`src/rtl/vga_pkg.sv`:
```
// Shared definitions for the VGA timing generator and the scaled framebuffer output.
// Holds the named timing sets, the per-stage flag bundle carried down the output
// pipeline, a counter-width helper and the sync-level decode.
package vga_pkg;

   typedef struct packed {
      int unsigned h_sync;
      int unsigned h_back;
      int unsigned h_vis;
      int unsigned h_front;
      int unsigned v_sync;
      int unsigned v_back;
      int unsigned v_vis;
      int unsigned v_front;
   } vga_timing_t;

   // 64x32 upscaled into a 720-line raster, horizontally divided down.
   localparam vga_timing_t VGA_720P_LB = '{
      h_sync: 32'd4,  h_back: 32'd22, h_vis: 32'd128, h_front: 32'd11,
      v_sync: 32'd5,  v_back: 32'd60, v_vis: 32'd640, v_front: 32'd45
   };

   // Classic 640x480 @ 60 Hz.
   localparam vga_timing_t VGA_640X480 = '{
      h_sync: 32'd96, h_back: 32'd48, h_vis: 32'd640, h_front: 32'd16,
      v_sync: 32'd2,  v_back: 32'd33, v_vis: 32'd480, v_front: 32'd10
   };

   // Sync, blank and marker flags that travel together through the pipeline.
   typedef struct packed {
      logic hsync;
      logic vsync;
      logic hblank;
      logic vblank;
      logic fstart;
      logic vbstart;
   } vga_flags_t;

   // Bits needed to hold 0..n-1, never less than one.
   function automatic int unsigned width_of(input int unsigned n);
      int unsigned w;
      if (n <= 32'd1) begin
         w = 32'd1;
      end else begin
         w = $clog2(n);
      end
      return w;
   endfunction

   // Sync pin level: active polarity while the counter sits in the sync region.
   function automatic logic sync_level(input int unsigned cnt, input int unsigned sync_w,
                                       input logic pol);
      logic lvl;
      if (cnt < sync_w) begin
         lvl = pol;
      end else begin
         lvl = ~pol;
      end
      return lvl;
   endfunction

endpackage

```
`src/rtl/vga_timing.sv`:
```
// Stage-0 raster timing: horizontal/vertical counters plus region and sync decode.
// Ports: clk_i/rst_i (async active-high); h_cnt_o/v_cnt_o current position;
// h_vis_o/v_vis_o visible-region flags; h_last_o/v_last_o last pixel / last line;
// hsync_o/vsync_o sync levels for the current position.
module vga_timing
   import vga_pkg::*;
#(
   parameter int unsigned H_SYNC     = 32'd4,
   parameter int unsigned H_BACK     = 32'd22,
   parameter int unsigned H_VIS      = 32'd128,
   parameter int unsigned H_FRONT    = 32'd11,
   parameter int unsigned V_SYNC     = 32'd5,
   parameter int unsigned V_BACK     = 32'd60,
   parameter int unsigned V_VIS      = 32'd640,
   parameter int unsigned V_FRONT    = 32'd45,
   parameter logic        H_SYNC_POL = 1'b0,
   parameter logic        V_SYNC_POL = 1'b0,
   parameter int unsigned HW         = width_of(H_SYNC + H_BACK + H_VIS + H_FRONT + 32'd1),
   parameter int unsigned VW         = width_of(V_SYNC + V_BACK + V_VIS + V_FRONT + 32'd1)
) (
   input  logic          clk_i,
   input  logic          rst_i,
   output logic [HW-1:0] h_cnt_o,
   output logic [VW-1:0] v_cnt_o,
   output logic          h_vis_o,
   output logic          v_vis_o,
   output logic          h_last_o,
   output logic          v_last_o,
   output logic          hsync_o,
   output logic          vsync_o
);

   localparam int unsigned H_TOTAL = H_SYNC + H_BACK + H_VIS + H_FRONT;
   localparam int unsigned V_TOTAL = V_SYNC + V_BACK + V_VIS + V_FRONT;

   // Widths carry one spare count so the visible-region end never overflows.
   localparam logic [HW-1:0] H_LAST   = HW'(H_TOTAL - 32'd1);
   localparam logic [HW-1:0] H_VIS_LO = HW'(H_SYNC + H_BACK);
   localparam logic [HW-1:0] H_VIS_HI = HW'(H_SYNC + H_BACK + H_VIS);
   localparam logic [VW-1:0] V_LAST   = VW'(V_TOTAL - 32'd1);
   localparam logic [VW-1:0] V_VIS_LO = VW'(V_SYNC + V_BACK);
   localparam logic [VW-1:0] V_VIS_HI = VW'(V_SYNC + V_BACK + V_VIS);

   logic [HW-1:0] h_cnt_q, h_cnt_d;
   logic [VW-1:0] v_cnt_q, v_cnt_d;

   assign h_cnt_o  = h_cnt_q;
   assign v_cnt_o  = v_cnt_q;
   assign h_last_o = (h_cnt_q == H_LAST);
   assign v_last_o = (v_cnt_q == V_LAST);
   assign h_vis_o  = (h_cnt_q >= H_VIS_LO) && (h_cnt_q < H_VIS_HI);
   assign v_vis_o  = (v_cnt_q >= V_VIS_LO) && (v_cnt_q < V_VIS_HI);
   assign hsync_o  = sync_level(32'(h_cnt_q), H_SYNC, H_SYNC_POL);
   assign vsync_o  = sync_level(32'(v_cnt_q), V_SYNC, V_SYNC_POL);

   // Next raster position: h wraps every line, v steps on each h wrap.
   always_comb begin
      h_cnt_d = h_cnt_q;
      v_cnt_d = v_cnt_q;
      if (h_last_o) begin
         h_cnt_d = '0;
         if (v_last_o) begin
            v_cnt_d = '0;
         end else begin
            v_cnt_d = v_cnt_q + VW'(1);
         end
      end else begin
         h_cnt_d = h_cnt_q + HW'(1);
      end
   end

   // Raster position registers.
   always_ff @(posedge clk_i or posedge rst_i) begin
      if (rst_i) begin
         h_cnt_q <= '0;
         v_cnt_q <= '0;
      end else begin
         h_cnt_q <= h_cnt_d;
         v_cnt_q <= v_cnt_d;
      end
   end

endmodule

```
`src/rtl/vga_scaled_out.sv`:
```
// Parametrised VGA output that integer-upscales a DISP_W x DISP_H framebuffer.
// Ports: pixel_clk_i/rst_i (async active-high); fb_addr_o/fb_rd_en_o read port,
// fb_data_i returned one clock later; color_o, hsync_o, vsync_o, in_hblank_o,
// in_vblank_o video outputs, all two clocks behind the raster counters;
// frame_start_o pulse at output (0,0); vblank_start_o pulse on first front-porch line.
module vga_scaled_out
   import vga_pkg::*;
#(
   parameter int unsigned H_SYNC     = 32'd4,
   parameter int unsigned H_BACK     = 32'd22,
   parameter int unsigned H_VIS      = 32'd128,
   parameter int unsigned H_FRONT    = 32'd11,
   parameter int unsigned V_SYNC     = 32'd5,
   parameter int unsigned V_BACK     = 32'd60,
   parameter int unsigned V_VIS      = 32'd640,
   parameter int unsigned V_FRONT    = 32'd45,
   parameter int unsigned DISP_W     = 32'd64,
   parameter int unsigned DISP_H     = 32'd32,
   parameter int unsigned SCALE_X    = 32'd2,
   parameter int unsigned SCALE_Y    = 32'd20,
   parameter int unsigned COLOR_W    = 32'd1,
   parameter logic        H_SYNC_POL = 1'b0,
   parameter logic        V_SYNC_POL = 1'b0
) (
   input  logic                             pixel_clk_i,
   input  logic                             rst_i,
   output logic [$clog2(DISP_W*DISP_H)-1:0] fb_addr_o,
   output logic                             fb_rd_en_o,
   input  logic [COLOR_W-1:0]               fb_data_i,
   output logic [COLOR_W-1:0]               color_o,
   output logic                             hsync_o,
   output logic                             vsync_o,
   output logic                             in_hblank_o,
   output logic                             in_vblank_o,
   output logic                             frame_start_o,
   output logic                             vblank_start_o
);

   localparam int unsigned HW     = width_of(H_SYNC + H_BACK + H_VIS + H_FRONT + 32'd1);
   localparam int unsigned VW     = width_of(V_SYNC + V_BACK + V_VIS + V_FRONT + 32'd1);
   localparam int unsigned COL_W  = $clog2(DISP_W);
   localparam int unsigned ROW_W  = $clog2(DISP_H);
   localparam int unsigned ADDR_W = COL_W + ROW_W;
   localparam int unsigned SX_W   = width_of(SCALE_X);
   localparam int unsigned SY_W   = width_of(SCALE_Y);

   localparam logic [SX_W-1:0] SX_LAST = SX_W'(SCALE_X - 32'd1);
   localparam logic [SY_W-1:0] SY_LAST = SY_W'(SCALE_Y - 32'd1);
   localparam logic [VW-1:0]   V_VBS   = VW'(V_SYNC + V_BACK + V_VIS);

   localparam vga_flags_t FLAGS_RST = '{
      hsync: ~H_SYNC_POL, vsync: ~V_SYNC_POL, hblank: 1'b1, vblank: 1'b1,
      fstart: 1'b0, vbstart: 1'b0
   };

   if (H_VIS != DISP_W * SCALE_X) begin : g_chk_hvis
      $fatal(1, "vga_scaled_out: H_VIS must equal DISP_W*SCALE_X");
   end
   if (V_VIS != DISP_H * SCALE_Y) begin : g_chk_vvis
      $fatal(1, "vga_scaled_out: V_VIS must equal DISP_H*SCALE_Y");
   end
   if ((DISP_W < 32'd2) || ((DISP_W & (DISP_W - 32'd1)) != 32'd0) ||
       (DISP_H < 32'd2) || ((DISP_H & (DISP_H - 32'd1)) != 32'd0)) begin : g_chk_pow2
      $fatal(1, "vga_scaled_out: DISP_W and DISP_H must be powers of 2");
   end

   logic [HW-1:0] h_cnt_s;
   logic [VW-1:0] v_cnt_s;
   logic          h_vis_s, v_vis_s, h_last_s, v_last_s, hsync_s, vsync_s, vis0_s;

   vga_timing #(
      .H_SYNC(H_SYNC), .H_BACK(H_BACK), .H_VIS(H_VIS), .H_FRONT(H_FRONT),
      .V_SYNC(V_SYNC), .V_BACK(V_BACK), .V_VIS(V_VIS), .V_FRONT(V_FRONT),
      .H_SYNC_POL(H_SYNC_POL), .V_SYNC_POL(V_SYNC_POL), .HW(HW), .VW(VW)
   ) u_timing (
      .clk_i    (pixel_clk_i),
      .rst_i    (rst_i),
      .h_cnt_o  (h_cnt_s),
      .v_cnt_o  (v_cnt_s),
      .h_vis_o  (h_vis_s),
      .v_vis_o  (v_vis_s),
      .h_last_o (h_last_s),
      .v_last_o (v_last_s),
      .hsync_o  (hsync_s),
      .vsync_o  (vsync_s)
   );

   logic [SX_W-1:0]   sx_q, sx_d;
   logic [COL_W-1:0]  col_q, col_d;
   logic [SY_W-1:0]   sy_q, sy_d;
   logic [ROW_W-1:0]  row_q, row_d;
   logic [ADDR_W-1:0] addr_hold_q;
   vga_flags_t        flags0_s, flags1_q, flags2_q;
   logic              vis1_q;
   logic [COLOR_W-1:0] color_d, color_q;

   assign vis0_s = h_vis_s && v_vis_s;

   // Scaler: source coordinates step by counting repeats, so no divide is needed.
   // col/row wrap naturally to 0 because H_VIS/V_VIS are exact multiples.
   always_comb begin
      sx_d  = sx_q;
      col_d = col_q;
      sy_d  = sy_q;
      row_d = row_q;
      if (vis0_s) begin
         if (sx_q == SX_LAST) begin
            sx_d  = '0;
            col_d = col_q + COL_W'(1);
         end else begin
            sx_d  = sx_q + SX_W'(1);
         end
      end else begin
         sx_d  = '0;
         col_d = '0;
      end
      if (h_last_s) begin
         if (v_last_s || !v_vis_s) begin
            sy_d  = '0;
            row_d = '0;
         end else if (sy_q == SY_LAST) begin
            sy_d  = '0;
            row_d = row_q + ROW_W'(1);
         end else begin
            sy_d  = sy_q + SY_W'(1);
         end
      end else begin
         sy_d  = sy_q;
         row_d = row_q;
      end
   end

   // Scaler coordinate registers.
   always_ff @(posedge pixel_clk_i or posedge rst_i) begin
      if (rst_i) begin
         sx_q  <= '0;
         col_q <= '0;
         sy_q  <= '0;
         row_q <= '0;
      end else begin
         sx_q  <= sx_d;
         col_q <= col_d;
         sy_q  <= sy_d;
         row_q <= row_d;
      end
   end

   // The read port is aligned with stage 0 so that RAM data meets the stage-1 flags;
   // outside the visible area the address holds the last one issued.
   assign fb_rd_en_o = vis0_s;
   assign fb_addr_o  = vis0_s ? {row_q, col_q} : addr_hold_q;

   // Address hold register for blank periods.
   always_ff @(posedge pixel_clk_i or posedge rst_i) begin
      if (rst_i) begin
         addr_hold_q <= '0;
      end else begin
         addr_hold_q <= fb_addr_o;
      end
   end

   // Stage-0 flag bundle decoded from the raster position.
   always_comb begin
      flags0_s         = FLAGS_RST;
      flags0_s.hsync   = hsync_s;
      flags0_s.vsync   = vsync_s;
      flags0_s.hblank  = ~h_vis_s;
      flags0_s.vblank  = ~v_vis_s;
      flags0_s.fstart  = (h_cnt_s == '0) && (v_cnt_s == '0);
      flags0_s.vbstart = (h_cnt_s == '0) && (v_cnt_s == V_VBS);
   end

   // Blank forcing: RAM data is only trusted when the stage-1 position is visible.
   always_comb begin
      color_d = '0;
      if (vis1_q) begin
         color_d = fb_data_i;
      end else begin
         color_d = '0;
      end
   end

   // Stage 1 (flags wait for RAM) and stage 2 (registered outputs).
   always_ff @(posedge pixel_clk_i or posedge rst_i) begin
      if (rst_i) begin
         flags1_q <= FLAGS_RST;
         vis1_q   <= 1'b0;
         flags2_q <= FLAGS_RST;
         color_q  <= '0;
      end else begin
         flags1_q <= flags0_s;
         vis1_q   <= vis0_s;
         flags2_q <= flags1_q;
         color_q  <= color_d;
      end
   end

   assign color_o        = color_q;
   assign hsync_o        = flags2_q.hsync;
   assign vsync_o        = flags2_q.vsync;
   assign in_hblank_o    = flags2_q.hblank;
   assign in_vblank_o    = flags2_q.vblank;
   assign frame_start_o  = flags2_q.fstart;
   assign vblank_start_o = flags2_q.vbstart;

endmodule

```
`config.mk`:
```
export PLATFORM = sky130hd
export DESIGN_NAME = vga_scaled_out
export DESIGN_NICKNAME = d
export VERILOG_FILES = /design/src/rtl/vga_pkg.sv /design/src/rtl/vga_timing.sv /design/src/rtl/vga_scaled_out.sv
export SDC_FILE = /design/constraint.sdc
export NUM_CORES = 1
export LEC_CHECK = 0
export CAP_MARGIN = 20
export CORE_UTILIZATION = 35
export CTS_CLUSTER_DIAMETER = 50
export DETAILED_ROUTE_END_ITERATION = 8
export HOLD_SLACK_MARGIN = 0.08
export SYNTH_ARGS = -nofsm -noshare
export SYNTH_HDL_FRONTEND = slang
export SYNTH_SLANG_ARGS = --single-unit
```
`constraint.sdc`:
```
create_clock -name pixel_clk_i -period 2.29 [get_ports pixel_clk_i]
set_clock_uncertainty 0.15 [all_clocks]
set_input_delay 0.3435 -clock pixel_clk_i [delete_from_list [all_inputs] [get_ports pixel_clk_i]]
set_output_delay 0.3435 -clock pixel_clk_i [all_outputs]
set_load 0.05 [all_outputs]
```
==> results of run 1 <==
through the flow:
stage          instance area [um2]  total power [mW]  hold slack [ps]  cells
6_report                      3540              2.04              157    407
5_1_grt                       3540              2.11              199    407
4_1_cts                       3540              2.08              152    407
3_5_place_dp                  3270              1.11              186    388
3_3_place_gp                  3270              1.11              187    388
2_1_floorplan                 2700              1.10              181    243
cell type report:
class / count / share of cell area (%)
Clock inverter: 4 / 1.34
Multi-Input combinational cell: 163 / 31.2
Timing Repair Buffer: 60 / 15.8
Tap cell: 99 / 3.50
Inverter: 9 / 1.03
Clock buffer: 12 / 4.38
Sequential cell: 60 / 42.7
cells in the mapped netlist, drive strengths merged, types with 2 or more instances:
master	count	share of area (%)
dfrtp	52	48
nand2	25	3.5
o21ai	18	3.3
nor2	17	2.4
mux2	11	4.9
nand4	11	2.6
inv	9	1.3
nand3	9	1.7
dfstp	8	7.8
ha	8	3.7
xnor2	7	2.3
clkbuf	6	0.83
nor3	6	1.1
nor4	6	1.9
buf	5	1.6
xor2	5	1.6
o31ai	4	1.1
a21o	3	0.83
a21oi	3	0.56
mux2i	3	1.1
and2	2	0.46
and3	2	0.46
nand2b	2	0.46
nand4b	2	0.65
o22ai	2	0.46
o2bb2ai	2	0.65
what timing repair did:
item,in CTS,in global routing
cloned,0,0
pin swaps,2,3
endpoints found under the setup margin,12,12
buffers inserted,3,1
resized for setup,14,2
hold buffers,0,0
power breakdown:
group	internal [mW]	total, mW	switching, mW
Clock	0.558	0.953	0.395
Sequential	1.06	1.06	0
Combinational	0.00661	0.0272	0.0206
worst register-to-register path, stage by stage (launching register included):
cell,delay [ps]
dfrtp_1,380
buf_4,150
inv_1,50
ha_1,160
and4bb_2,260
nand4b_1,150
buf_4,210
buf_4,160
nor3_1,160
a21oi_1,60
o21ai_0,130
logic make-up after synthesis:
logic type,synth area share [%]
flops,56.0
fa+ha+maj,3.71
xor+xnor,3.90
compound gates,8.72
mux,5.98
buf+inv,3.71
simple gates,18.0
per-layer routing:
layer	global-route usage (%)	wire, um	vias to the layer above
met3	4.23	204	9
met1	18.3	2410	923
met5	0	0	-
met2	20.2	2180	41
met4	8.61	129	0
li1	-	-	982
registers in the layout (all words and copies together), names as in the netlist, 5 cells and up:
signal            flops
col_q                 6
flags1_q              6
u_timing.v_cnt_o     10
addr_hold_q          11
u_timing.h_cnt_o      8
row_q                 5
sy_q                  5
worst max path at each step:
stage | slack (ps) | endpoint | depth (start not counted)
after global routing | -530 | fb_addr_o[1] | 6
after CTS | -460 | fb_addr_o[9] | 7
after global placement | -60 | fb_addr_o[6] | 7
after detailed placement | -90 | fb_addr_o[3] | 7
final | -420 | fb_addr_o[9] | 6
after floorplan | -40 | fb_addr_o[8] | 7
==> results.py, run 1 <==
metrics = {
    "status": {
        "status": "complete, but fails checks",
        "violations": "setup timing",
    },
    "clocking": {
        "clockBufferDepth": 2,
        "ctsHtreeMaxLevel": 3,
        "clkTransAtPathRegs_ps": 60,
        "clock-root-buffer": "clkbuf_8",
        "cts.sinks": 60,
        "cts_tree": "built",
        "clk_latency_ps": 340,
        "cts_buffers": 9,
    },
    "placed_design": {
        "placement.io_buffers": 21,
        "dp_hpwl_um": 3390,
        "gp_congestion": 0.804,
        "dp_slack_ps": -90.0,
    },
    "power": {
        "power_density_nw_per_um2": 577,
        "cellLeakagePower_nw": 1.63,
        "peakVddDrop_mv": 0.268,
    },
    "synth": {
        "ys_ff_latch": 60,
        "syn_inst": 243,
        "synth_warnings": 0,
        "synthDistinctLibCells": 44,
        "synth-edff-count": 0,
        "synth_async_sr_flop_share_pct": 100,
        "syn_area_um2": 2700,
        "seq_area_frac_synth_pct": 56.0,
        "ys.flop_type": "dfrtp_1",
        "synth_nets": 254,
        "synth_area_per_cell_um2": 11.1,
    },
    "die": {
        "die_area_um2": 8060,
        "start_util_pct": 36.6,
        "io_pins": 22,
        "coreArea_um2": 7370,
        "die_h_um": 89.8,
        "num_rows": 31,
        "die_width_um": 89.8,
    },
    "timing": {
        "hold_viol_final": 0,
        "finalCritPeriodShare_pct": 118,
        "setup_tns_ps": -4700,
        "relSlewSlack_pct": 66.8,
        "fmax_mhz": 369,
        "slew_violations": 0,
        "fin_crit_ps": 2710,
        "tightest_slew_ps": 497,
        "finalSetupViolations": 12,
        "timing.final.ws_setup_ps": -422,
        "rsz0062_at_grt": "true",
    },
    "setup_path": {
        "path_cells": "nor4_4 -> a21o_1 -> nand3_2 -> or2_4 -> mux2_4 -> buf_12",
        "critPathTopFamily": "simple AND/OR/NAND/NOR gates",
        "startpoint": "u_timing.v_cnt_o[5]",
        "endpoint_kind": "primary output",
        "reg2reg_slack_ps": 190,
        "cp.required_ps": 1800,
        "crit_fanout": 14,
        "worstSetupPathType": "flop to primary output",
        "timing.rr.start": "u_timing.h_cnt_o[1]",
        "startpoint_type": "flop",
        "worstPathArrival_ps": 2220,
        "cp_slowest_cell": "dfrtp_2",
        "reg2reg_depth": 10,
        "r2r-end": "row_q[4]",
        "cp_num_buf_inv": 1,
        "max_stage_delay_ps": 420,
    },
    "layout": {
        "fin_nets": 314,
        "synthToLayoutAreaGrowth_pct": 31.2,
        "antenna_cells": 0,
        "fin_util_pct": 48.0,
        "layout_commonest_cell": "dfrtp_1",
        "layout_common_cells": "dfrtp_1 (51), buf_4 (38), nand2_1 (25)",
        "fill_cells": 675,
        "drive_gt1_share_pct": 30.2,
        "seq_area_um2": 1510,
        "multiInputGateArea_um2": 1100,
    },
    "global_route": {
        "grt_antenna_before_repair": 0,
        "grt_max_degree": 45,
        "grt_pass1_wl_um": 8790,
        "grtUsageTotal_pct": 14.0,
        "grt_overflow": 0,
        "grt_pass1_vias": 1912,
    },
    "detailed_routing": {
        "vias": 1955,
        "dr.pass1.iters": 4,
        "finalWirelength_um": 4930,
        "drt_iter0_drc": 84,
        "final_antenna_net_count": 0,
        "wire_per_inst_um": 12.1,
        "drc": 0,
        "vias_per_cell": 4.80,
    },
    "hold_path": {
        "min_path_type": "input port to async pin",
    },
    "flow_run": {
        "cap_violations": 0,
    },
}
(Power assumes the default switching activity.)
==> run 2, diff against run 1 <==
--- a/config.mk
+++ b/config.mk
@@ -9,6 +9,7 @@
 export CORE_UTILIZATION = 35
 export CTS_CLUSTER_DIAMETER = 50
 export DETAILED_ROUTE_END_ITERATION = 8
+export DONT_BUFFER_PORTS = 1
 export HOLD_SLACK_MARGIN = 0.08
 export SYNTH_ARGS = -nofsm -noshare
 export SYNTH_HDL_FRONTEND = slang
==> run 2 against run 1 <==
The run still ends with setup timing left. Cell count fell by 3.9%. Worst setup slack improved by 54 ps. Critical path depth did not move. Combinational power barely moved. Sequential power barely moved. Flip-flop and latch count did not move. Clock power rose by 11%. Fmax rose by 2.0%. Register-to-register slack got worse by 30 ps. Sequential share of layout area rose by 1.6 points. Critical path type unchanged. Critical endpoint is now fb_addr_o[6]. Largest power group unchanged.
==> results.py, run 2 (synthesis results as in run 1) <==
metrics = {
    "setup_path": {
        "path_cells": "nor4_4 -> a21o_1 -> nand3_2 -> or2_4 -> buf_12 -> mux2_4",
        "reg2reg_slack_ps": 160,
        "reg2reg_depth": 9,
        "cp.depth": 6,
        "crit_fanout": 9,
        "endpoint_kind": "primary output",
        "max_stage_delay_ps": 420,
        "worstSetupPathType": "flop to primary output",
        "critPathTopFamily": "simple AND/OR/NAND/NOR gates",
        "worstPathArrival_ps": 2160,
        "cp_slowest_cell": "dfrtp_2",
        "cp.required_ps": 1800,
        "startpoint_type": "flop",
        "cp_num_buf_inv": 1,
    },
    "die": {
        "coreArea_um2": 7370,
        "die_area_um2": 8060,
        "io_pins": 22,
        "num_rows": 31,
        "start_util_pct": 36.6,
        "die_width_um": 89.8,
        "die_h_um": 89.8,
    },
    "flow_run": {
        "cap_violations": 0,
    },
    "detailed_routing": {
        "vias_per_cell": 4.91,
        "final_antenna_net_count": 0,
        "drt_iter0_drc": 107,
        "dr.pass1.iters": 6,
        "drc": 0,
        "vias": 1918,
        "wire_per_inst_um": 13.5,
        "finalWirelength_um": 5270,
    },
    "global_route": {
        "grtUsageTotal_pct": 14.8,
        "grt_pass1_vias": 2024,
        "grt_max_degree": 38,
        "grt_antenna_before_repair": 0,
        "grt_pass1_wl_um": 9340,
        "grt_overflow": 0,
    },
    "timing": {
        "hold_viol_final": 0,
        "finalCritPeriodShare_pct": 116,
        "setup_tns_ps": -4230,
        "fmax_mhz": 376,
        "rsz0062_at_grt": "true",
        "tightest_slew_ps": 508,
        "relSlewSlack_pct": 66.1,
        "fin_crit_ps": 2660,
        "timing.final.ws_setup_ps": -368,
        "finalSetupViolations": 12,
        "slew_violations": 0,
    },
    "clocking": {
        "clk_latency_ps": 340,
        "ctsHtreeMaxLevel": 3,
        "clockBufferDepth": 2,
        "cts.sinks": 60,
        "clock-root-buffer": "clkbuf_8",
        "cts_buffers": 9,
        "clkTransAtPathRegs_ps": 60,
        "cts_tree": "built",
    },
    "power": {
        "peakVddDrop_mv": 0.322,
        "power_density_nw_per_um2": 629,
        "p_total_mw": 2.15,
        "cellLeakagePower_nw": 1.59,
    },
    "layout": {
        "synthToLayoutAreaGrowth_pct": 26.6,
        "antenna_cells": 0,
        "layout_commonest_cell": "dfrtp_1",
        "layout_common_cells": "dfrtp_1 (51), buf_4 (38), nand2_1 (25)",
        "largest-register": "addr_hold_q",
        "fill_cells": 667,
        "drive_gt1_share_pct": 29.1,
        "fin_nets": 298,
        "largest_reg_flops": 11,
    },
    "placed_design": {
        "gp_congestion": 0.798,
        "dp_hpwl_um": 3520,
        "placement.io_buffers": 0,
        "dp_slack_ps": -23.4,
    },
    "status": {
        "status": "complete, but fails checks",
        "violations": "setup timing",
    },
    "hold_path": {
        "min_path_type": "flop to flop",
        "hold_depth": 0,
    },
}
[run 2: area by class of cell]
cell class	instances	area (um2)	share of cell area, %
Sequential cell	60	1510	44.3
Multi-Input combinational cell	163	1130	33.2
Tap cell	99	124	3.63
Timing Repair Buffer	44	384	11.2
Inverter	9	37.5	1.10
Clock buffer	10	138	4.03
Clock inverter	6	86.3	2.53
[run 2: metrics by stage]
stage / cell area (um2) / instances / hold slack (ps) / utilization [%]
final: 3410 / 391 / 199 / 46.3
after global routing: 3410 / 391 / 210 / 46.3
after detailed placement: 3010 / 362 / 138 / 40.9
after CTS: 3380 / 387 / 202 / 45.8
after floorplan: 2700 / 243 / 181 / -
after global placement: 3010 / 362 / 133 / 40.9
[run 2: routing by layer]
layer | wire (um) | track usage [%] | vias to the layer above
li1 | - | - | 951
met3 | 198 | 4.91 | 10
met4 | 115 | 7.38 | 0
met5 | 0 | 0 | -
met2 | 2550 | 24.0 | 34
met1 | 2410 | 17.5 | 923
[run 2: what timing repair did]
action	in CTS	in global routing
endpoints found under the hold margin	21	0
hold buffers	2	0
setup endpoints to repair	12	14
pin swaps	1	5
resized for setup	13	2
cloned	1	0
buffers inserted	6	4
[run 2: power breakdown]
part           switching [mW]  total, mW  leakage [nW]  internal, mW
registers                   0       1.06         0.794          1.06
clock network           0.419       1.06         0.113         0.641
logic                  0.0210     0.0269         0.679       0.00589
[run 2: worst paths after layout]
check / start / end
max: u_timing.v_cnt_o[5] / fb_addr_o[6]
min: flags1_q[0] / vblank_start_o
max reg2reg: u_timing.h_cnt_o[1] / row_q[2]
min reg2reg: flags1_q[0] / vblank_start_o
max in group asynchronous: rst_i / in_vblank_o
min in group asynchronous: rst_i / color_o
==> run 3, diff against run 2 <==
--- a/config.mk
+++ b/config.mk
@@ -11,6 +11,7 @@
 export DETAILED_ROUTE_END_ITERATION = 8
 export DONT_BUFFER_PORTS = 1
 export HOLD_SLACK_MARGIN = 0.08
+export SKIP_LAST_GASP = 1
 export SYNTH_ARGS = -nofsm -noshare
 export SYNTH_HDL_FRONTEND = slang
 export SYNTH_SLANG_ARGS = --single-unit
==> results of run 3 <==
No change in the layout: final DEF, timing and power equal those of run 2.
